===== src/rtl/line_write_buffer.sv =====
// Posted write buffer: queues 256-bit dirty-line evictions and drains them to memory in the background.
// Fill reads take priority over draining; define WB_FWD_EN to forward hazard reads from the buffer.
module line_write_buffer #(
    parameter int DEPTH = 4,
    parameter int PTR_W = 2
) (
    input  logic           clk,
    input  logic           rst_n,
    input  logic           c_wr_valid,
    output logic           c_wr_ready,
    input  logic [31:0]    c_wr_addr,
    input  logic [255:0]   c_wr_data,
    input  logic           c_rd_req,
    output logic           c_rd_ready,
    input  logic [31:0]    c_rd_addr,
    output logic [255:0]   c_rd_data,
    output logic           c_rd_done,
    output logic [31:0]    m_addr,
    output logic [255:0]   m_wdata,
    output logic           m_read,
    output logic           m_write,
    input  logic [255:0]   m_rdata,
    input  logic           m_ready,
    output logic           wb_empty,
    output logic [PTR_W:0] wb_count
);

    typedef enum logic [1:0] {
        IDLE,
        RD_WAIT,
        WR_WAIT
    } state_t;

    state_t state, state_nx;

    logic [31:0]      addr_mem [DEPTH];
    logic [255:0]     data_mem [DEPTH];
    logic [PTR_W-1:0] head, tail;
    logic [PTR_W:0]   count;

    logic             rd_pend;
    logic [31:0]      rd_addr;

    logic             push, pop, rd_accept;
    logic             hazard;
    logic [255:0]     fwd_data;
    logic             start_rd, start_wr, fwd_done;

    // Line offset bits are dropped on both address paths.
    logic             unused_lsbs;
    assign unused_lsbs = ^{c_wr_addr[4:0], c_rd_addr[4:0]};

    assign c_wr_ready = (count < (PTR_W+1)'(DEPTH));
    assign c_rd_ready = !rd_pend;
    assign wb_empty   = (count == '0);
    assign wb_count   = count;

    assign push      = c_wr_valid && c_wr_ready;
    assign pop       = (state == WR_WAIT) && m_ready;
    assign rd_accept = c_rd_req && c_rd_ready;

    // Walk entries oldest to youngest so the last match is the youngest copy.
    always_comb begin
        logic [PTR_W-1:0] idx;
        hazard   = 1'b0;
        fwd_data = '0;
        idx      = '0;
        for (int unsigned k = 0; k < DEPTH; k++) begin
            idx = head + PTR_W'(k);
            if (((PTR_W+1)'(k) < count) && (addr_mem[idx] == rd_addr)) begin
                hazard   = 1'b1;
                fwd_data = data_mem[idx];
            end
        end
    end

    always_comb begin
        state_nx = state;
        start_rd = 1'b0;
        start_wr = 1'b0;
        fwd_done = 1'b0;
        case (state)
            IDLE: begin
                if (rd_pend && !hazard) begin
                    start_rd = 1'b1;
                    state_nx = RD_WAIT;
                end
`ifdef WB_FWD_EN
                else if (rd_pend && hazard) begin
                    fwd_done = 1'b1;
                end
`endif
                // Without forwarding a hazard read lands here and drains the head.
                else if (count != '0) begin
                    start_wr = 1'b1;
                    state_nx = WR_WAIT;
                end
            end
            RD_WAIT: begin
                if (m_ready) state_nx = IDLE;
            end
            WR_WAIT: begin
                if (m_ready) state_nx = IDLE;
            end
            default: state_nx = IDLE;
        endcase
    end

    always_ff @(posedge clk or negedge rst_n) begin
        if (!rst_n) state <= IDLE;
        else        state <= state_nx;
    end

    always_ff @(posedge clk or negedge rst_n) begin
        if (!rst_n) begin
            head  <= '0;
            tail  <= '0;
            count <= '0;
        end else begin
            if (push) tail <= tail + 1'b1;
            if (pop)  head <= head + 1'b1;
            case ({push, pop})
                2'b10:   count <= count + 1'b1;
                2'b01:   count <= count - 1'b1;
                default: count <= count;
            endcase
        end
    end

    always_ff @(posedge clk) begin
        if (push) begin
            addr_mem[tail] <= {c_wr_addr[31:5], 5'b0};
            data_mem[tail] <= c_wr_data;
        end
    end

    always_ff @(posedge clk or negedge rst_n) begin
        if (!rst_n) begin
            rd_pend <= 1'b0;
            rd_addr <= '0;
        end else if (rd_accept) begin
            rd_pend <= 1'b1;
            rd_addr <= {c_rd_addr[31:5], 5'b0};
        end else if (((state == RD_WAIT) && m_ready) || fwd_done) begin
            rd_pend <= 1'b0;
        end
    end

    always_ff @(posedge clk or negedge rst_n) begin
        if (!rst_n) begin
            m_read    <= 1'b0;
            m_write   <= 1'b0;
            m_addr    <= '0;
            m_wdata   <= '0;
            c_rd_done <= 1'b0;
            c_rd_data <= '0;
        end else begin
            m_read    <= start_rd;
            m_write   <= start_wr;
            c_rd_done <= ((state == RD_WAIT) && m_ready) || fwd_done;
            if (start_rd) m_addr <= rd_addr;
            if (start_wr) begin
                m_addr  <= addr_mem[head];
                m_wdata <= data_mem[head];
            end
            if ((state == RD_WAIT) && m_ready) c_rd_data <= m_rdata;
            else if (fwd_done)                 c_rd_data <= fwd_data;
        end
    end

endmodule


===== config.mk =====
export PLATFORM = sky130hd
export DESIGN_NAME = line_write_buffer
export DESIGN_NICKNAME = d
export VERILOG_FILES = /design/src/rtl/line_write_buffer.sv
export SDC_FILE = /design/constraint.sdc
export NUM_CORES = 1
export LEC_CHECK = 0
export ABC_AREA = 0
export CAP_MARGIN = 10
export CORE_AREA = 2 2 436 438
export DETAILED_ROUTE_END_ITERATION = 12
export DIE_AREA = 0 0 438 440
export GPL_TIMING_DRIVEN = 0
export PLACE_DENSITY = 0.56
export SLEW_MARGIN = 40
export SYNTH_ARGS = -nofsm -noshare
export SYNTH_HDL_FRONTEND = slang
export SYNTH_SLANG_ARGS = --single-unit

===== constraint.sdc =====
create_clock -name clk -period 25.3 [get_ports clk]
set_clock_uncertainty 0.05 [all_clocks]
set_input_delay 3.795 -clock clk [delete_from_list [all_inputs] [get_ports clk]]
set_output_delay 3.795 -clock clk [all_outputs]
set_load 0.01 [all_outputs]

# Yosys cells after proc, flatten, opt, wreduce, memory -nomap -nowiden

Memories as Yosys holds them, arrays and structs flattened. A register that Yosys moved wholly into a read port is not among the register bits.
Index checks and enable logic that the tools add are counted.

Add/sub/neg operators: 6
$mul: 0
Div/mod/pow operators: 0
Magnitude comparators: 5
Equal/unequal tests: 10
Shift-type cells: 0
Muxes and demuxes: 20
Bitwise logic cells: 0
Reduce and logical (&&, ||, !) cells: 20

Operators with widths:

| operator              | number |
|---|---|
| $eq A32 B32 Y1        | 4 |
| $mux W32              | 2 |
| $mux W1               | 13 |
| $logic_and A1 B1 Y1   | 9 |
| $lt A1 B3 Y1 const A  | 2 |
| $lt A2 B3 Y1 const A  | 2 |
| $mux W2               | 3 |
| $pmux W3 S2           | 1 |
| $reduce_bool A2 Y1    | 3 |
| $add A2 B1 Y2 const B | 2 |
| $add A2 B2 Y2 const B | 2 |
| $eq A2 B1 Y1 const B  | 2 |
| $eq A2 B2 Y1 const B  | 2 |
| $pmux W2 S2           | 1 |
| $add A3 B1 Y3 const B | 1 |
| $logic_not A1 Y1      | 3 |
| $logic_not A3 Y1      | 1 |
| $lt A3 B3 Y1 const B  | 1 |
| $ne A3 B3 Y1 const B  | 1 |
| $reduce_bool A3 Y1    | 1 |
| $sub A3 B1 Y3 const B | 1 |
| $logic_not A2 Y1      | 1 |
| $ne A2 B1 Y1 const B  | 1 |
| $reduce_and A2 Y1     | 1 |
| $reduce_or A2 Y1      | 1 |

Flip-flop bits (word level): 328
Bits in latches: 0
RAM bits: 1132
ROM bits: 0
Output and inout port bits: 553
Memories: 2

Memories:

| memory   | words | width | read ports | clocked after memory_dff | wr ports | RTL line | source |
|---|---|---|---|---|---|---|---|
| data_mem | 4     | 256   | 1          | 1                        | 1        | 37       | `logic [255:0] data_mem [DEPTH];` |
| addr_mem | 4     | 27    | 4          | 0                        | 1        | 36       | `logic [31:0] addr_mem [DEPTH];` |

# Logic depth before layout (Yosys ltp)

An unclocked memory read counts as a cell.

Depth in word-level cells: 13
Mapped depth: 14
Depth with buffers taken out: 9

# Least setup slack after synthesis

OpenSTA, ideal clock, no wires.

Kind: input port to flip-flop
From: input c_wr_valid
To: memory addr_mem[0][0] in the netlist's numbering, enable pin
Setup time: 680 ps
Arrival: 10588 ps
Required time: 24570 ps
Path slack: 13982 ps
Stages: 3
Path through: nor2b_1 > clkbuf_1 > and2_1

Longest elaborated chain between the ends: 3

RTL lines:

| item                          | RTL line | source |
|---|---|---|
| start, declared               | 9        | `input logic c_wr_valid,` |
| $logic_and A1 B1 Y1           | 58       | `assign push = c_wr_valid && c_wr_ready;` |
| $mux W1                       | 131      | `if (push) begin` |
| $mux W1 (not written as such) | 132      | `addr_mem[tail] <= {c_wr_addr[31:5], 5'b0};` |
| end, declared                 | 36       |  |

No other way between the ends.

# Worst setup path in the final report

From: register count[2], in the netlist wb_count[2]
To: output wb_empty

Longest elaborated chain between the ends: 1

RTL lines:

| item                   | RTL line | source |
|---|---|---|
| start, declared        | 39       | `logic [PTR_W:0] count;` |
| start signal, assigned | 123      | `2'b10: count <= count + 1'b1;` |
| start signal, assigned | 124      | `2'b01: count <= count - 1'b1;` |
| start signal, assigned | 125      | `default: count <= count;` |
| $logic_not A3 Y1       | 55       | `assign wb_empty = (count == '0);` |
| end, declared          | 24       | `output logic wb_empty,` |

No other way between the ends.

==> flow_summary.ini <==
[outcome]
status = complete, no violations

[min_path]
hold_depth = 1
hold_start = m_wdata[202]$_DFFE_PN0P_
min_path_type = register to register
min_to = m_wdata[202]$_DFFE_PN0P_

[global_routing]
grt_pass1_wl_microns = 310000
grt_max_degree = 109
grt_antenna_before_repair = 131
grt_usage_pct = 23.2
grt_pass1_vias = 38200
overflow = 0

[detailed_routing]
drtPass1Iterations = 7
num_vias = 37500
ant_nets = 0
drt_wl_total_microns = 228000
viasPerCell = 5.08
drt_iter0_markers = 2648
post_drt_wl_per_cell_microns = 30.9
drc_errors = 0

[placement]
placed_cells = 6979
place_congestion = 0.948
dp_hpwl_microns = 173000
io_buffer_count = 1118
dpl_cell_area_sq_um = 81800

[yosys]
synth.area.top_cells = edfxtp_1 (51%), dfrtp_1 (22%), mux4_2 (10%)
ys_warn_count = 0
synth_cells = 3293
synth_edf_count = 1132
synth.distinct_cells = 60
synth_ff_type = edfxtp_1
ys_ff_latch = 1711
syn_avg_cell_area_sq_um = 20.1
seq_area_frac_synth_pct = 73.1
synthArstFlopShare_pct = 33.8
synth_top_area_share_pct = 51.3
syn_area_sq_um = 66300
yosysTopAreaCell = edfxtp_1

[finish]
final_common_cell = edfxtp_1
final_cell_mix = edfxtp_1 (1,132), clkdlybuf4s50_1 (1,117), dfrtp_1 (579), mux2_2 (317), mux4_2 (302)
n_fill_cell = 16300
seq_area_sq_um = 48500
nets = 5249
final_area_sq_um = 88200
drive_gt1_share_pct = 22.1
layoutNonFillerInstCount = 7366
area_delta_synth_final_pct = 33.1
multiInputGateArea_sq_um = 16700

[clocking]
cts_tree = yes
clock_latency_ns = 0.84
hold_buffers = 0
cts_sinks = 1711
clock-root-buffer = clkbuf_16
htreeDepth = 4
clk_path_buf_depth = 3
post-cts-setup-buffers = 0
cts_resized = 0
clk_pin_slew_worst_paths_ns = 0.06
cts_made_buffers = 186

[floorplan]
core-area_sq_um = 189000
rows = 160
ioPinCount = 1134
dieArea_sq_um = 193000
die-height_microns = 440
start_util_pct = 35.2
fp.dieW_microns = 438

[timing]
timing.fmax_mhz = 133
relSlewSlack_pct = 42.3
setup-tns-final_ns = 0
setup_viol = 0
min_period_ns = 7.51
finalMaxSlewViolations = 0
min_period_over_period_pct = 29.7
finalHoldWorstSlack_ns = 0.433
worstMarginPinSlew_ns = 0.866
hold_viol = 0
rsz0062_at_grt = false

[power]
ir_drop_uv = 76.4
power.density_nw_per_um2 = 125
cellLeakagePower_nw = 31.2

[setup_path]
cp_max_fo = 10
reg2reg_slack_ns = 20.48
crit_type = register to primary output
crit_start = wb_count[2]$_DFFE_PN0P_
cp-start-kind = register
r2r-start = head[1]$_DFFE_PN0P_
required_ns = 21.45
r2r-end = m_wdata[157]$_DFFE_PN0P_
crit_path_end_kind = primary output
critical_path_arrival_ns = 3.67
ff2ff_path_depth = 13

[flow_run]
cap_violations = 0
-- sequential cells by signal, indices dropped and copies added, names as in the netlist --
name,cells
data_mem,1024
addr_mem,108
m_addr,27
m_read,1
c_rd_done,1
c_rd_data,256
m_wdata,256
state,2
tail,2
head,2
m_write,1
wb_count,3
rd_pend,1
rd_addr,27
-- metal layers --
layer	share of wire [%]	GRT usage, %	vias to the layer above	wire length [microns]
li1	-	-	15900	-
met4	5.6	11.9	38	12800
met2	51	40.0	1452	116000
met3	6.9	6.47	549	15800
met5	0.12	0	-	264
met1	36	26.2	19600	83100
-- through the flow --
stage / setup WS (ns) / utilization, % / power (mW)
finish: 17.79 / 46.8 / 11.1
global route: 17.68 / 46.8 / 11.6
CTS: 17.69 / 46.7 / 11.2
detailed placement: 18.50 / 43.4 / 8.41
global placement: -10.86 / 42.8 / 8.49
floorplan: 13.98 / - / 6.26
-- worst max-delay path by stage --
| stage | to | slack, ns | cells past startpoint |
|---|---|---|---|
| global route | wb_empty | 17.68 | 5 |
| detailed placement | c_rd_data[127]$_DFFE_PN0P_ | 18.50 | 6 |
| finish | wb_empty | 17.79 | 5 |
| CTS | wb_empty | 17.69 | 5 |
| floorplan | addr_mem[0][0]$_DFFE_PP_ | 13.98 | 3 |
| global placement | c_rd_data[174]$_DFFE_PN0P_ | -10.86 | 1 |
-- power breakdown --
| part | switching, mW | internal (mW) | total, mW |
|---|---|---|---|
| clock | 1.15 | 1.62 | 2.77 |
| combinational | 2.13 | 2.09 | 4.22 |
| sequential | 0.351 | 3.73 | 4.08 |
-- kinds of logic after synthesis --
kind of cell / after synthesis / share of synthesized area (%)
flip-flops: 1711 / 73.1
multiplexers: 929 / 20.8
buffers and inverters: 217 / 1.68
AND/OR/NAND/NOR: 190 / 1.43
AO/OA/AOI/OAI: 145 / 1.61
XOR/XNOR: 88 / 1.16
adder cells (fa/ha/maj): 12 / 0.226
other: 1 / 0.00566
-- area by class of cell --
class | instances | share of cell area [%]
multi-input combinational | 1369 | 19.0
antenna | 37 | 0.105
timing repair buffer | 1171 | 14.0
sequential | 1711 | 54.9
clock buffer | 258 | 5.94
buffer | 194 | 1.22
clock inverter | 92 | 1.21
tap | 2511 | 3.56
inverter | 23 | 0.0978
-- worst max-delay path: stages, from the launching register on --
cell,delay [ns]
dfrtp_1,0.54
inv_1,0.45
nand2_1,0.41
inv_1,0.25
clkbuf_1,0.50
clkdlybuf4s50_1,0.68
-- synth_stat cells (22+ instances only) --
library cell,count
dfrtp_1,579
inv_1,22
nand2_1,64
mux2_1,230
buf_6,30
mux2i_1,80
xnor2_1,66
mux4_2,302
nor2b_1,24
edfxtp_1,1132
nor2_1,27
a21oi_1,34
mux2_2,317
clkbuf_1,124
xor2_1,22
nand3_1,31
No activity file was read; power rests on OpenSTA's default activity.
